## src/rtl/line_bus_arbiter.sv

```systemverilog
`default_nettype none
// ============================================================================
// Module   : line_bus_arbiter
// Purpose  : Two-master arbiter that shares one cacheline bus (the cache side
//            of cacheline_adaptor) between the instruction cache (read-only)
//            and the data cache (read + write-back). Exactly one whole line
//            transaction is outstanding at a time. The granted request is
//            latched into the registered ca_* outputs, and the returned line
//            and completion pulse are routed back to the owner.
//
// Ports    : clk, rst_n                  bus clock / async active-low reset
//            i_mem_address, i_mem_read   icache line read request (level)
//            i_mem_rdata, i_mem_resp     line data / 1-cycle done to icache
//            d_mem_address, d_mem_read,
//            d_mem_write, d_mem_wdata    dcache read / write-back request
//            d_mem_rdata, d_mem_resp     line data / 1-cycle done to dcache
//            ca_address, ca_read,
//            ca_write, ca_wdata          registered downstream request
//            ca_rdata, ca_resp           downstream data / completion
//
// Config   : ARB_ROUND_ROBIN_EN - when defined, a tie in IDLE goes to the
//            master that was not granted last. When undefined, the dcache
//            always wins a tie and no last-grant state exists.
//
// Revision : 1.0 - initial release
// ============================================================================
module line_bus_arbiter #(
    parameter int ADDR_W = 32,
    parameter int LINE_W = 256
) (
    input  logic              clk,
    input  logic              rst_n,

    input  logic [ADDR_W-1:0] i_mem_address,
    input  logic              i_mem_read,
    output logic [LINE_W-1:0] i_mem_rdata,
    output logic              i_mem_resp,

    input  logic [ADDR_W-1:0] d_mem_address,
    input  logic              d_mem_read,
    input  logic              d_mem_write,
    input  logic [LINE_W-1:0] d_mem_wdata,
    output logic [LINE_W-1:0] d_mem_rdata,
    output logic              d_mem_resp,

    output logic [ADDR_W-1:0] ca_address,
    output logic              ca_read,
    output logic              ca_write,
    output logic [LINE_W-1:0] ca_wdata,
    input  logic [LINE_W-1:0] ca_rdata,
    input  logic              ca_resp
);

    // ------------------------------------------------------------------------
    // State encoding
    // ------------------------------------------------------------------------
    localparam logic [1:0] c_ST_IDLE   = 2'd0;
    localparam logic [1:0] c_ST_BUSY_I = 2'd1;
    localparam logic [1:0] c_ST_BUSY_D = 2'd2;
    localparam logic [1:0] c_ST_RESP   = 2'd3;

    logic [1:0] r_state;
    logic [1:0] w_next_state;

    logic w_i_req;
    logic w_d_req;
    logic w_grant_i;
    logic w_grant_d;

    // A dcache request is live for either a refill or a write-back.
    assign w_i_req = i_mem_read;
    assign w_d_req = d_mem_read | d_mem_write;

    // ------------------------------------------------------------------------
    // Arbitration. The grant terms are only acted on while IDLE.
    // ------------------------------------------------------------------------
`ifdef ARB_ROUND_ROBIN_EN
    localparam logic c_GRANT_I = 1'b0;
    localparam logic c_GRANT_D = 1'b1;

    logic r_last_grant;

    // On a tie, hand the bus to whoever did not have it last.
    assign w_grant_d = w_d_req & (~w_i_req | (r_last_grant == c_GRANT_I));

    always_ff @(posedge clk or negedge rst_n) begin
        if (!rst_n) begin
            r_last_grant <= c_GRANT_D;
        end else if (r_state == c_ST_IDLE) begin
            if (w_grant_d) begin
                r_last_grant <= c_GRANT_D;
            end else if (w_grant_i) begin
                r_last_grant <= c_GRANT_I;
            end
        end
    end
`else
    // Fixed priority: the dcache wins a tie so that a victim write-back and
    // the refill that follows it stay adjacent on the bus.
    assign w_grant_d = w_d_req;
`endif

    assign w_grant_i = w_i_req & ~w_grant_d;

    // ------------------------------------------------------------------------
    // State register
    // ------------------------------------------------------------------------
    always_ff @(posedge clk or negedge rst_n) begin
        if (!rst_n) begin
            r_state <= c_ST_IDLE;
        end else begin
            r_state <= w_next_state;
        end
    end

    // ------------------------------------------------------------------------
    // Next-state logic
    // ------------------------------------------------------------------------
    always_comb begin
        w_next_state = r_state;
        case (r_state)
            c_ST_IDLE: begin
                if (w_grant_d) begin
                    w_next_state = c_ST_BUSY_D;
                end else if (w_grant_i) begin
                    w_next_state = c_ST_BUSY_I;
                end
            end
            c_ST_BUSY_I,
            c_ST_BUSY_D: begin
                if (ca_resp) begin
                    w_next_state = c_ST_RESP;
                end
            end
            // RESP lasts one cycle. It gives the owner the edge on which it
            // sees its resp pulse and drops its level request, so that the
            // stale request is never re-granted.
            c_ST_RESP: begin
                w_next_state = c_ST_IDLE;
            end
            default: begin
                w_next_state = c_ST_IDLE;
            end
        endcase
    end

    // ------------------------------------------------------------------------
    // Registered datapath: downstream request and per-master return path
    // ------------------------------------------------------------------------
    always_ff @(posedge clk or negedge rst_n) begin
        if (!rst_n) begin
            ca_address  <= '0;
            ca_read     <= 1'b0;
            ca_write    <= 1'b0;
            ca_wdata    <= '0;
            i_mem_rdata <= '0;
            i_mem_resp  <= 1'b0;
            d_mem_rdata <= '0;
            d_mem_resp  <= 1'b0;
        end else begin
            case (r_state)
                c_ST_IDLE: begin
                    if (w_grant_d) begin
                        // Read and write together is a protocol error. The
                        // write-back is issued so that no dirty data is lost.
                        ca_address <= d_mem_address;
                        ca_write   <= d_mem_write;
                        ca_read    <= ~d_mem_write;
                        ca_wdata   <= d_mem_wdata;
                    end else if (w_grant_i) begin
                        ca_address <= i_mem_address;
                        ca_read    <= 1'b1;
                        ca_write   <= 1'b0;
                        ca_wdata   <= '0;
                    end
                end
                c_ST_BUSY_I: begin
                    // The icache may have dropped its request by now. The
                    // transaction still completes and the pulse still fires.
                    if (ca_resp) begin
                        i_mem_rdata <= ca_rdata;
                        i_mem_resp  <= 1'b1;
                        ca_read     <= 1'b0;
                        ca_write    <= 1'b0;
                    end
                end
                c_ST_BUSY_D: begin
                    if (ca_resp) begin
                        // A write-back returns no line, so the last refill
                        // data stays visible to the dcache.
                        if (!ca_write) begin
                            d_mem_rdata <= ca_rdata;
                        end
                        d_mem_resp <= 1'b1;
                        ca_read    <= 1'b0;
                        ca_write   <= 1'b0;
                    end
                end
                c_ST_RESP: begin
                    i_mem_resp <= 1'b0;
                    d_mem_resp <= 1'b0;
                end
                default: begin
                    i_mem_resp <= 1'b0;
                    d_mem_resp <= 1'b0;
                end
            endcase
        end
    end

endmodule
`default_nettype wire

```

## config.mk

```make
export PLATFORM = sky130hd
export DESIGN_NAME = line_bus_arbiter
export DESIGN_NICKNAME = d
export VERILOG_FILES = /design/src/rtl/line_bus_arbiter.sv
export SDC_FILE = /design/constraint.sdc
export NUM_CORES = 1
export LEC_CHECK = 0
export CORE_AREA = 2 2 535 537
export CTS_CLUSTER_DIAMETER = 60
export CTS_CLUSTER_SIZE = 14
export DETAILED_ROUTE_END_ITERATION = 10
export DIE_AREA = 0 0 537 539
export GPL_TIMING_DRIVEN = 0
export PLACE_DENSITY = 0.32
export SLEW_MARGIN = 20
export SYNTH_ARGS = -nofsm -noshare
export SYNTH_HDL_FRONTEND = slang
export SYNTH_SLANG_ARGS = --single-unit
```

## constraint.sdc

```tcl
create_clock -name clk -period 2.2 [get_ports clk]
set_input_delay 0.44 -clock clk [delete_from_list [all_inputs] [get_ports clk]]
set_output_delay 0.44 -clock clk [all_outputs]
set_load 0.02 [all_outputs]
```

==> metrics, run 1 <==
status=complete, but fails checks; failing checks=hold timing; placed instance count=6981; largest net degree at the start of global routing=125; via count=22900; Final Util=0.185; Synthesized Nets=2416; Die Wd=537 µm; Syn Area/Cell=16.3 µm²; first-pass GRT wire length=246000 µm; Slew HR=0.411; worst-path cell chain=dlygate4sd2_1; pwr/cell area=1640 mW/mm²; Fmax=477 MHz; gpl congestion=0.808; Max IR drop VDD=830 µV; skew final=0.0441 ns; vias in the first global route=24800; Core ar.=0.284 mm²; CP delay by family, top=flip-flops; CP startpoint kind=flip-flop; minimum clock period=2.10 ns; fin. max-slew vios=0; initial core utilization=0.105; Synth warnings=0; TritonRoute pass-1 iters=5; Skew-Pair Late Insertion Delay=0.84 ns; hold slack=-0.339 ns; Total Power=86.2 mW; share of cells above drive strength 1=0.266; most common cell after layout, fill and taps aside=dfrtp_1; GRT overflow=0; GR met1 Demand/Resource=0.140; Leak=22.9 nW; Post-Syn Area=0.0298 mm²; fin cells=7230; busiest grt layer=met2; Layout Nets=3938; Worst Setup SP=ca_address[2]$_DFFE_PN0P_; port buffer count=1384; worst-margin pin slew=0.883 ns; detailed-route DRC error count=0; commonest non-fill, non-tap cells in the layout=801 x dfrtp_1, 702 x dlygate4sd2_1, 579 x clkdlybuf4s50_1; reg2reg start=r_state[0]$_DFFE_PN0P_; initial antenna violation count=60; Hold Vio Cnt, Final=275; Yosys cell types=25; IO Count=1386; final worst-path cycle share=0.953; Post-CTS Hold Fix Bufs=5; First DRT Iteration DRCs=933; Slowest-stage cell, CP=dfrtp_1; RSZ-0062 raised after global routing=yes; met2 Use GR=0.216; CTS Buffer Depth=4; hpwl dp=154000 µm; die area=0.289 mm²; Finish-stage setup viols=0; CTS buffer count=122; FF+latch count, synth=806; crit path DAT=1.66 ns; worst hold path type=in -> async; Mapped Cells=1828; Synth area leader=dfrtp_1; Routed wire per std cell=26.0 µm; Max Fanout on Critical Path=3; Routed Antenna Nets=0; htree depth=3; reg-to-reg slack, setup=0.13 ns; setup tns final=0 ns; P&R area growth vs syn=76.2%; Crit Path Category=reg -> out; crit end category=output pin; total routed wirelength=188000 µm; Fill cells=31000; Buf/Inv on CP=1; most area-consuming cells after synthesis=dfrtp_1 68%, mux2_2 18%, a22o_1 7.6%; vias per cell=3.17; Die Span Y=539 µm; met3 Use GR=0.0615; clock slew at reported path FFs=0.05 ns; critical path's largest stage delay=0.45 ns; Synth top area share=0.677; maxcap violations=0; CTS root buffer=clkbuf_16; clock net sink count=806; register area share after synthesis=0.677; GRT Total Usage=0.126; critical path required time=1.76 ns; TritonCTS clock tree=built; num rows=196
-- worst paths after layout --
path,endpoint,cells past startpoint
worst max-delay path,ca_address[2],1
worst min-delay path,ca_wdata[34]$_DFFE_PN0P_,2
worst max register to register,d_mem_rdata[72]$_DFFE_PN0P_,7
worst min register to register,ca_address[6]$_DFFE_PN0P_,2
max in group asynchronous,d_mem_rdata[73]$_DFFE_PN0P_,6
min in group clk,ca_wdata[115]$_DFFE_PN0P_,2
-- through the flow --
step	area, µm²	setup WS [ns]
floorplan	29800	0.535
global placement	48400	-41.60
detailed placement	48600	-0.989
CTS	52400	0.000342
global route	52500	-0.00329
finish	52500	0.103
-- what timing repair did --
action / in CTS / in global routing
gates resized for setup: 1028 / 44
pin swaps: 1 / 0
endpoints found under the hold margin: 224 / 275
gates cloned: 1 / 0
setup buffers: 1 / 0
setup endpoints to repair: 1537 / 307
-- synthesized netlist by cell type (all sizes together) --
cell type / number
nor2: 2
mux2: 513
inv: 3
buf: 121
ha: 6
dfrtp: 806
a21oi: 3
clkbuf: 4
nand3b: 1
nor3: 1
o21ba: 1
a22oi: 1
o31ai: 1
o22ai: 2
nor2b: 1
o21ai: 32
a22o: 257
nand2: 35
mux2i: 36
o2bb2ai: 2
-- flip-flops by register name, indices dropped and copies added (netlist names) --
| name | cells |
|---|---|
| i_mem_resp | 1 |
| d_mem_rdata | 256 |
| ca_read | 1 |
| d_mem_resp | 1 |
| ca_wdata | 256 |
| r_state | 2 |
| ca_address | 32 |
| ca_write | 1 |
| i_mem_rdata | 256 |
-- power by group --
| part | leakage [nW] | switching, mW | internal (mW) |
|---|---|---|---|
| logic | 11.0 | 23.1 | 15.6 |
| registers | 9.76 | 4.07 | 22.2 |
| clock network | 2.10 | 8.49 | 12.8 |
| total | 22.9 | 35.7 | 50.6 |
-- metal layers --
layer,part of all wire,vias to the layer above
met5,0.00027,-
met4,0.017,8
met3,0.11,215
met1,0.38,11700
met2,0.49,1109
li1,-,9859
-- cell families (layout without fill, tap and decap cells) --
logic type	count (synthesis)	count (layout)	synth area share
buffers and inverters	128	1751	0.0251
AOI/OAI and AO/OA	299	299	0.0837
DFF	806	806	0.677
adders and majority gates	6	6	0.00252
muxes	549	549	0.206
and+or+nand+nor	40	40	0.00554
other	0	17	0
-- area by class of cell --
class | count | area (µm²) | area share
multi-input combinational | 894 | 8880 | 0.169
tap | 3762 | 4710 | 0.0897
clock inverter | 93 | 1270 | 0.0243
clock buffer | 132 | 3110 | 0.0593
inverter | 3 | 11.3 | 0.000215
buffer | 125 | 921 | 0.0175
timing repair buffer | 1398 | 13400 | 0.255
sequential | 806 | 20200 | 0.384
antenna | 17 | 42.5 | 0.000811
Power figures use the tool's default switching activity.
==> run 2: changes to the inputs <==
--- a/config.mk
+++ b/config.mk
@@ -6,6 +6,7 @@
 export NUM_CORES = 1
 export LEC_CHECK = 0
 export CORE_AREA = 2 2 535 537
+export CTS_BUF_LIST = sky130_fd_sc_hd__clkbuf_8 sky130_fd_sc_hd__clkbuf_16
 export CTS_CLUSTER_DIAMETER = 60
 export CTS_CLUSTER_SIZE = 14
 export DETAILED_ROUTE_END_ITERATION = 10
==> run 2 against run 1 <==
- highest routed layer unchanged
- non-clock buffer count is the same
- final cell count is the same
- register-to-register slack is essentially flat
- largest cell class unchanged
- critical path type unchanged
- core utilization is the same
- global-route usage is the same
- wire length is essentially flat
- sequential share of layout area is the same
- sequential cell count is the same
- the run still ends with hold timing left
- design area is the same
==> metrics, run 2 (synthesized netlist as in run 1, its figures left out) <==
initial antenna violation count=60 (unchanged); commonest non-fill, non-tap cells in the layout=801 x dfrtp_1, 702 x dlygate4sd2_1, 579 x clkdlybuf4s50_1; First DRT Iteration DRCs=932 (-0.11%); Buf/Inv on CP=1 (unchanged); first-pass GRT wire length=246000 µm (unchanged); Routed Antenna Nets=0 (unchanged); clock net sink count=806 (unchanged); Max Fanout on Critical Path=3 (unchanged); Slew HR=0.411 (about the same); Core ar.=0.284 mm² (unchanged); Fmax=477 MHz (about the same); vias per cell=3.17 (about the same); IO Count=1386 (unchanged); CTS root buffer=clkbuf_16; final instance area=0.0525 mm² (unchanged); hpwl dp=154000 µm (unchanged); critical path required time=1.76 ns (about the same); most common cell after layout, fill and taps aside=dfrtp_1; Hold Vio Cnt, Final=275 (unchanged); skew final=0.0442 ns (+0.0000974 ns); P&R area growth vs syn=76.2% (unchanged); Crit Path Category=reg -> out; crit end category=output pin; Layout Nets=3938 (unchanged); gpl congestion=0.808 (unchanged); CP startpoint kind=flip-flop; worst-margin pin slew=0.883 ns (-0.0000299 ns); CTS Buffer Depth=4 (unchanged); status=complete, but fails checks; Regs by FF count=ca_wdata x256, d_mem_rdata x256, i_mem_rdata x256; area occupied by registers=0.0202 mm² (unchanged); Post-CTS Hold Fix Bufs=5 (unchanged); worst hold path type=in -> async; num rows=196 (unchanged); Max IR drop VDD=830 µV (unchanged); Die Wd=537 µm (unchanged); worst-path cell chain=dlygate4sd2_1; via count=22900 (+0.026%); fin. max-slew vios=0 (unchanged); detailed-route DRC error count=0 (unchanged); crit path DAT=1.66 ns (about the same); hold slack=-0.339 ns (+0.0000120 ns); maxcap violations=0 (unchanged); CTS buffer count=122 (unchanged); TritonCTS clock tree=built; clock slew at reported path FFs=0.05 ns (about the same); initial core utilization=0.105 (unchanged); area of the multi-input gates=0.00888 mm² (unchanged); GRT overflow=0 (unchanged); pwr/cell area=1640 mW/mm² (about the same); GRT Total Usage=0.126 (unchanged); Slowest-stage cell, CP=dfrtp_1; Fill cells=31000 (unchanged); total routed wirelength=188000 µm (about the same); die area=0.289 mm² (unchanged); Die Span Y=539 µm (unchanged); minimum clock period=2.10 ns (+0.0000100 ns); TritonRoute pass-1 iters=5 (unchanged); Skew-Pair Late Insertion Delay=0.84 ns (about the same); Worst Setup SP=ca_address[2]$_DFFE_PN0P_; final worst slack=0.103 ns (-0.0000100 ns); largest net degree at the start of global routing=125 (unchanged); Leak=22.9 nW (+0.14%); failing checks=hold timing; RSZ-0062 raised after global routing=yes; critical path's largest stage delay=0.45 ns (about the same); pre-CTS setup slack=-0.989 ns (unchanged); CP delay by family, top=flip-flops; Routed wire per std cell=26.0 µm (about the same); Placed Area=0.0486 mm² (unchanged); vias in the first global route=24800 (unchanged); htree depth=3 (unchanged); reg2reg start=r_state[0]$_DFFE_PN0P_; Finish-stage setup viols=0 (unchanged); share of cells above drive strength 1=0.266 (unchanged); port buffer count=1384 (unchanged); final worst-path cycle share=0.953 (about the same)
## run 2: cell count changes in the layout (fill, tap and decap cells not counted)
cell and change:
clkbuf_1 -8, inv_1 +8
## run 2: metrics by stage
stage	instances	setup TNS (ns)	power (mW)	hold WS, ns	util
CTS	7213	0	88.2	-0.312	0.185
global route	7221	-0.00794	91.1	-0.321	0.185
global placement	6974	-	70.9	0.471	0.170
floorplan	1828	0	45.3	0.144	-
finish	7230	0	86.2	-0.339	0.185
detailed placement	6981	-564.81	70.8	0.372	0.171
## run 2: power breakdown
group          switching [mW]  internal [mW]
Clock                    8.49           12.8
Combinational            23.1           15.6
Sequential               4.07           22.2
Total                    35.7           50.5
## run 2: worst reg2reg max path, stage by stage, from the launching register on
cell and delay [ns]:
dfrtp_1 0.39, inv_1 0.11, ha_1 0.24, nand3b_1 0.14
buf_12 0.16, buf_4 0.28, buf_4 0.29, mux2_2 0.37
## run 2: cell type report
class | count | area share
inverter | 3 | 0.000215
antenna | 17 | 0.000811
sequential | 806 | 0.384
tap | 3762 | 0.0897
clock buffer | 124 | 0.0587
timing repair buffer | 1398 | 0.255
buffer | 125 | 0.0175
clock inverter | 101 | 0.0248
multi-input combinational | 894 | 0.169
## run 2: metal layers
metal	up-vias	GRT usage	routed length [µm]
met4	8	0.0240	3240
met5	-	0	51
met1	11700	0.140	71900
met3	215	0.0615	21600
li1	9859	-	-
met2	1109	0.216	91300
## run 2: final timing paths
| kind | slack, ns | to | cells after the start |
|---|---|---|---|
| worst min register to register | 0.48 | ca_address[6]$_DFFE_PN0P_ | 2 |
| max in group asynchronous | 0.27 | d_mem_rdata[73]$_DFFE_PN0P_ | 6 |
| worst min-delay path | -0.34 | ca_wdata[34]$_DFFE_PN0P_ | 2 |
| worst max-delay path | 0.10 | ca_address[2] | 1 |
| worst max register to register | 0.13 | d_mem_rdata[72]$_DFFE_PN0P_ | 7 |
| min in group clk | 0.20 | ca_wdata[115]$_DFFE_PN0P_ | 2 |
## run 2: timing repair
action / CTS / global route
endpoints found under the setup margin: 1537 / 306
endpoints found under the hold margin: 224 / 275
setup buffers: 1 / 0
gates cloned: 1 / 0
pin swaps: 1 / 0
gates resized for setup: 1028 / 44
